<file path="src/rtl/sysid_access_arbiter.sv">
// sysid_access_arbiter
//
// Sequencer and two-port read arbiter in front of the system-ID slave.
// After reset the block reads the ID word (slave address 1) and the timestamp
// word (slave address 0). It compares both with the expected values and
// reports the result. It then shares the slave between two Avalon-MM read
// requesters: port A (CPU data master) and port B (JTAG/debug master).
//
// Build option:
//   SYSID_VERIFY_EN  defined   : post-reset ID/timestamp check is built and
//                                can be re-run with verify_start_i.
//                    undefined : no check. The arbiter is live straight out of
//                                reset. verify_done_o is tied to 1, and
//                                id_ok_o and id_fail_o are tied to 0.
//
// Parameters:
//   EXPECTED_ID        expected word at slave address 1
//   EXPECTED_TS        expected word at slave address 0
//
// Ports:
//   clock_i            sole clock, rising edge
//   reset_i            synchronous, active-high reset
//   verify_start_i     one-cycle pulse, re-runs the check (only honoured while arbitrating)
//   a_read_i           port A read request, held until accepted
//   a_address_i        port A word select (0 = timestamp, 1 = ID)
//   a_waitrequest_o    port A request not accepted this cycle
//   a_readdatavalid_o  port A read data valid pulse
//   a_readdata_o       port A registered read data
//   b_*                same as a_*, for port B
//   s_address_o        address to the sysid slave
//   s_readdata_i       zero-latency slave read data
//   verify_done_o      a check has completed since the last reset or restart
//   id_ok_o            both words matched
//   id_fail_o          at least one word mismatched

module sysid_access_arbiter #(
    parameter logic [31:0] EXPECTED_ID = 32'd1486075654,
    parameter logic [31:0] EXPECTED_TS = 32'd0
) (
    input  logic        clock_i,
    input  logic        reset_i,
    input  logic        verify_start_i,
    input  logic        a_read_i,
    input  logic        a_address_i,
    output logic        a_waitrequest_o,
    output logic        a_readdatavalid_o,
    output logic [31:0] a_readdata_o,
    input  logic        b_read_i,
    input  logic        b_address_i,
    output logic        b_waitrequest_o,
    output logic        b_readdatavalid_o,
    output logic [31:0] b_readdata_o,
    output logic        s_address_o,
    input  logic [31:0] s_readdata_i,
    output logic        verify_done_o,
    output logic        id_ok_o,
    output logic        id_fail_o
);

    // Arbitration is permitted this cycle.
    logic        arb_active;
    // A verify_start_i pulse is being accepted in place of a grant.
    logic        restart;
    // Slave address driven by the check sequence. It is 0 while arbitrating.
    logic        seq_s_address;

    logic        grant_a;
    logic        grant_b;

    // 1 = port B was granted last, so port A wins the next contention.
    logic        last_b_q;
    logic        last_b_d;
    logic        a_valid_q;
    logic        b_valid_q;
    logic [31:0] a_data_q;
    logic [31:0] a_data_d;
    logic [31:0] b_data_q;
    logic [31:0] b_data_d;

`ifdef SYSID_VERIFY_EN

    // state | meaning
    // V_ID  | read ID word (slave address 1) into id_q
    // V_TS  | read timestamp word (slave address 0) into ts_q
    // V_CMP | compare captured words, publish status
    // ARB   | arbitrate ports A/B; verify_start_i restarts the check
    typedef enum logic [1:0] {
        V_ID  = 2'd0,
        V_TS  = 2'd1,
        V_CMP = 2'd2,
        ARB   = 2'd3
    } state_e;

    state_e      state_q;
    state_e      state_d;
    logic [31:0] id_q;
    logic [31:0] id_d;
    logic [31:0] ts_q;
    logic [31:0] ts_d;
    logic        done_q;
    logic        done_d;
    logic        ok_q;
    logic        ok_d;
    logic        fail_q;
    logic        fail_d;
    logic        words_match;

    assign words_match = (id_q == EXPECTED_ID) && (ts_q == EXPECTED_TS);

    always_ff @(posedge clock_i) begin
        if (reset_i) begin
            state_q <= V_ID;
            id_q    <= 32'd0;
            ts_q    <= 32'd0;
            done_q  <= 1'b0;
            ok_q    <= 1'b0;
            fail_q  <= 1'b0;
        end else begin
            state_q <= state_d;
            id_q    <= id_d;
            ts_q    <= ts_d;
            done_q  <= done_d;
            ok_q    <= ok_d;
            fail_q  <= fail_d;
        end
    end

    always_comb begin
        state_d       = state_q;
        id_d          = id_q;
        ts_d          = ts_q;
        done_d        = done_q;
        ok_d          = ok_q;
        fail_d        = fail_q;
        arb_active    = 1'b0;
        restart       = 1'b0;
        seq_s_address = 1'b0;
        case (state_q)
            V_ID: begin
                seq_s_address = 1'b1;
                id_d          = s_readdata_i;
                state_d       = V_TS;
            end
            V_TS: begin
                seq_s_address = 1'b0;
                ts_d          = s_readdata_i;
                state_d       = V_CMP;
            end
            V_CMP: begin
                done_d  = 1'b1;
                ok_d    = words_match;
                fail_d  = !words_match;
                state_d = ARB;
            end
            ARB: begin
                // No grant may leak out during a reset cycle; the registered
                // side is reset anyway, but waitrequest is combinational.
                arb_active = !reset_i;
                if (verify_start_i) begin
                    restart = 1'b1;
                    done_d  = 1'b0;
                    ok_d    = 1'b0;
                    fail_d  = 1'b0;
                    state_d = V_ID;
                end
            end
            default: state_d = V_ID;
        endcase
    end

    assign verify_done_o = done_q;
    assign id_ok_o       = ok_q;
    assign id_fail_o     = fail_q;

`else

    assign arb_active    = !reset_i;
    assign restart       = 1'b0;
    assign seq_s_address = 1'b0;

    assign verify_done_o = 1'b1;
    assign id_ok_o       = 1'b0;
    assign id_fail_o     = 1'b0;

    logic unused_no_verify;
    assign unused_no_verify = ^{EXPECTED_ID, EXPECTED_TS, verify_start_i};

`endif

    // A single requester always wins. Under contention the port that was
    // not granted last wins, which gives strict alternation.
    always_comb begin
        grant_a = arb_active && !restart && a_read_i && (!b_read_i || last_b_q);
        grant_b = arb_active && !restart && b_read_i && (!a_read_i || !last_b_q);
    end

    always_comb begin
        s_address_o = seq_s_address;
        if (grant_a) begin
            s_address_o = a_address_i;
        end else if (grant_b) begin
            s_address_o = b_address_i;
        end
    end

    assign a_waitrequest_o = !grant_a;
    assign b_waitrequest_o = !grant_b;

    always_comb begin
        last_b_d = last_b_q;
        a_data_d = a_data_q;
        b_data_d = b_data_q;
        if (grant_a) begin
            last_b_d = 1'b0;
            a_data_d = s_readdata_i;
        end
        if (grant_b) begin
            last_b_d = 1'b1;
            b_data_d = s_readdata_i;
        end
    end

    always_ff @(posedge clock_i) begin
        if (reset_i) begin
            last_b_q  <= 1'b1;
            a_valid_q <= 1'b0;
            b_valid_q <= 1'b0;
            a_data_q  <= 32'd0;
            b_data_q  <= 32'd0;
        end else begin
            last_b_q  <= last_b_d;
            a_valid_q <= grant_a;
            b_valid_q <= grant_b;
            a_data_q  <= a_data_d;
            b_data_q  <= b_data_d;
        end
    end

    assign a_readdatavalid_o = a_valid_q;
    assign b_readdatavalid_o = b_valid_q;
    assign a_readdata_o      = a_data_q;
    assign b_readdata_o      = b_data_q;

endmodule

</file>
<file path="config.mk">
export PLATFORM = sky130hd
export DESIGN_NAME = sysid_access_arbiter
export DESIGN_NICKNAME = d
export VERILOG_FILES = /design/src/rtl/sysid_access_arbiter.sv
export SDC_FILE = /design/constraint.sdc
export NUM_CORES = 1
export LEC_CHECK = 0
export ABC_CLOCK_PERIOD_IN_PS = 1300
export CAP_MARGIN = 5
export CORE_UTILIZATION = 39
export DETAILED_ROUTE_END_ITERATION = 8
export GPL_ROUTABILITY_DRIVEN = 1
export PLACE_DENSITY = 0.76
export RECOVER_POWER = 100
export SLEW_MARGIN = 15
export SYNTH_ARGS = -nofsm -noshare
export SYNTH_HDL_FRONTEND = slang
export SYNTH_SLANG_ARGS = --single-unit
</file>
<file path="constraint.sdc">
create_clock -name clock_i -period 1.3 [get_ports clock_i]
set_input_delay 0.26 -clock clock_i [delete_from_list [all_inputs] [get_ports clock_i]]
set_output_delay 0.26 -clock clock_i [all_outputs]
set_load 0.03 [all_outputs]
</file>
==> metrics.csv <==
metric,value,unit
status,"finished, violations left",
failing checks,negative setup slack,
kind of end point of the critical path,output pin,
number of placed I/O pins,111,
count of unique library cells instantiated by Yosys,21,
first-pass GRT wire length,11.60,mm
detail-routed via count per cell,4.918,
Max Slew Vio Count,0,
total negative slack,-1.422,ns
clock transition time at the flip-flop clock pins of the worst setup and hold paths,0.07,ns
"top library cells by usage in the layout, fill and taps aside","66 x sky130_fd_sc_hd__dfxtp_1, 65 x sky130_fd_sc_hd__nand2_1, 41 x sky130_fd_sc_hd__clkbuf_1",
worst hold path cell count,2,
post-layout net count,451,
leakage power,1.435,nW
number of endpoints failing setup at the final stage,19,
total core area,6794,um^2
maximum fanout encountered on the critical timing path,3,
hpwl dp,4.888,mm
number of instances in the synthesized netlist,306,
maximum single-stage delay on the critical path,0.32,ns
last weighted congestion value of the routability-driven placer,0.7667,
number of DRC violations after detailed routing,0,
first drt pass iteration count,4,
worst path arrival time,1.28,ns
Critical Setup Path Class,reg -> out,
portion of synthesized cell area occupied by the leading cell type,0.4902,
worst vdd ir,595.0,uV
library cell occupying the most area in the post-synthesis netlist,sky130_fd_sc_hd__dfxtp_1,
number of design-rule violations left by the first detailed-router iteration,78,
startpoint of the worst hold path,reset_i,
number of sinks on the clock net,67,
worst setup skew after layout,0.006337,ns
ordered cell list for the critical path,buf_6 > a21bo_4 > nor2_4 > inv_2 > buf_6,
fin worst setup slack,-0.2355,ns
most frequent CP cell,sky130_fd_sc_hd__buf_6,
detail-routed net length per standard cell,14.19,um
number of placement rows,30,
slowest CP cell,sky130_fd_sc_hd__dfxtp_2,
Synth Cell Area,2736,um^2
hold-fix buffer count after cts,0,
share of the clock period used by the worst path,1.181,
required time at the endpoint of the critical path,1.04,ns
sink of the worst hold path,b_readdata_o[26]$_SDFFE_PP0P_,
Initial Util,0.4028,
achievable frequency,651.3,MHz
y dimension of the die,85.77,um
crit path launch type,flip-flop,
remaining antenna violation count after routing,0,
TritonCTS clock tree,done,
proportion of register bits with asynchronous set or reset after synthesis,0,
die width,85.77,um
initial antenna violation count,0,
Yosys warning count,0,
area of the die,7356,um^2
fraction of final layout cells sized beyond drive strength 1,0.2212,
area growth from synthesis to final layout,38.64,%
slack of the worst reg-to-reg path,-0.08,ns
DRT Wirelength,7.264,mm
grt ovf,0,
root buffer selected by CTS,sky130_fd_sc_hd__clkbuf_8,
"leading cell type in the layout, fill and taps excluded",sky130_fd_sc_hd__dfxtp_1,
min Tclk post-route,1.536,ns
number of flops mapped to enable cells by yosys,0,
power density of the placed cells,1255,nW/um^2
vias in the first global route,2351,
most frequently used flop master after synthesis,sky130_fd_sc_hd__dfxtp_1,
"number of placed instances, taps included",494,
number of buffers created by CTS,9,
antenna diode count,0,
number of I/O port buffers,106,
GRT Util Overall,0.2023,
classification of the worst-slack hold path,in -> reg,
proportion of synthesized chip area in sequential cells,0.4902,
non-filler instance count after layout,512,
share of the core filled with cells in the final layout,0.5584,
maximum root-to-sink buffer count,2,
synthesized area per cell,8.942,um^2
endpoint of the worst-slack reg-to-reg timing path,a_readdata_o[16]$_SDFFE_PP0P_,
"FF+latch count, synth",67,
Clock Latency Late Sink,0.33,ns
unrepaired setup endpoints after global routing,true,
top post-synthesis cells by area,"sky130_fd_sc_hd__dfxtp_1 49%, sky130_fd_sc_hd__nand4b_1 10%, sky130_fd_sc_hd__nand2_1 8.9%",
number of hold-slack violations in the final timing report,0,
count of vias placed by the detailed router,2518,
H-tree depth,3,
reg2reg start,last_b_q$_SDFFE_PP1P_,
pin count of the biggest net entering global routing,36,
number of max-capacitance violations reported,0,
cell depth of the worst flop-to-flop path,5,
==> cell type report <==
| cell class | count | area, um^2 |
|---|---|---|
| clock buffers | 13 | 168.9 |
| clock inverters | 2 | 10.01 |
| multi-input cells | 207 | 1246 |
| fillers | 661 | 3000 |
| flip-flops and latches | 67 | 1343 |
| well taps | 96 | 120.1 |
| inverters | 1 | 3.754 |
| repair buffers | 126 | 902.1 |
==> critical path, delay by kind of cell, from the launching register on <==
kind / cells / cell delay [ns]
compound gates: 1 / 0.22
buf+inv: 3 / 0.29
flops: 1 / 0.32
simple gates: 1 / 0.11
==> worst max-delay path by stage <==
| stage | from | end | slack [ns] |
|---|---|---|---|
| detailed placement | a_read_i | b_readdata_o[27]$_SDFFE_PP0P_ | -0.47 |
| global route | last_b_q$_SDFFE_PP1P_ | b_waitrequest_o | -0.29 |
| finish | last_b_q$_SDFFE_PP1P_ | b_waitrequest_o | -0.24 |
| CTS | last_b_q$_SDFFE_PP1P_ | b_waitrequest_o | -0.27 |
| global placement | b_read_i | s_address_o | -0.40 |
| floorplan | reset_i | s_address_o | -0.01 |
==> flip-flops by register name, summed over array words and instances, names as in the netlist <==
| register | count |
|---|---|
| a_readdata_o | 32 |
| b_readdata_o | 32 |
| a_readdatavalid_o | 1 |
| b_readdatavalid_o | 1 |
| last_b_q | 1 |
==> cell families after synthesis <==
logic type	Yosys count	synth area share
buf+inv	33	0.06904
flops	67	0.4902
simple gates	136	0.2808
compound gates	68	0.1573
other cells	2	0.002745
==> Yosys cell counts, drive strengths merged, types with 2 or more instances <==
cell and number:
dfxtp 67, nor2 2, conb 2, buf 20, a21oi 32, o21ai 33, clkbuf 12, nand2b 35
nand2 65, nand4b 32
==> metal layers <==
| metal | part of all wire | vias to the layer above | GRT usage |
|---|---|---|---|
| li1 | - | 1237 | - |
| met3 | 0.058 | 8 | 0.05005 |
| met5 | 0 | - | 0 |
| met4 | 0.011 | 0 | 0.07273 |
| met2 | 0.47 | 90 | 0.3295 |
| met1 | 0.46 | 1183 | 0.2612 |
==> report_power, final <==
group / internal [mW] / leakage (nW) / switching, mW
Combinational: 0.355 / 0.789 / 0.596
Clock: 0.833 / 0.0953 / 0.732
Sequential: 2.18 / 0.551 / 0.0656
==> per-stage QoR <==
| stage | hold WS (ns) | instance area, um^2 | setup slack (ns) | power, mW |
|---|---|---|---|---|
| after floorplan | 0.3960 | 2748 | -0.01077 | 2.879 |
| after CTS | 0.3278 | 4174 | -0.2730 | 4.895 |
| final | 0.3389 | 3794 | -0.2355 | 4.759 |
| after global routing | 0.3429 | 3794 | -0.2898 | 4.967 |
| after detailed placement | 0.4479 | 3889 | -0.4730 | 3.344 |
| after global placement | 0.4423 | 3889 | -0.3992 | 3.330 |
==> timing repair <==
action                                  in CTS  in global routing
setup buffers                                2                  1
pin swaps                                    3                  2
endpoints found under the setup margin      93                 39
resized for setup                          171                 17
hold endpoints to repair                     0                  0
Note: power is estimated with default switching activity, not from simulation.
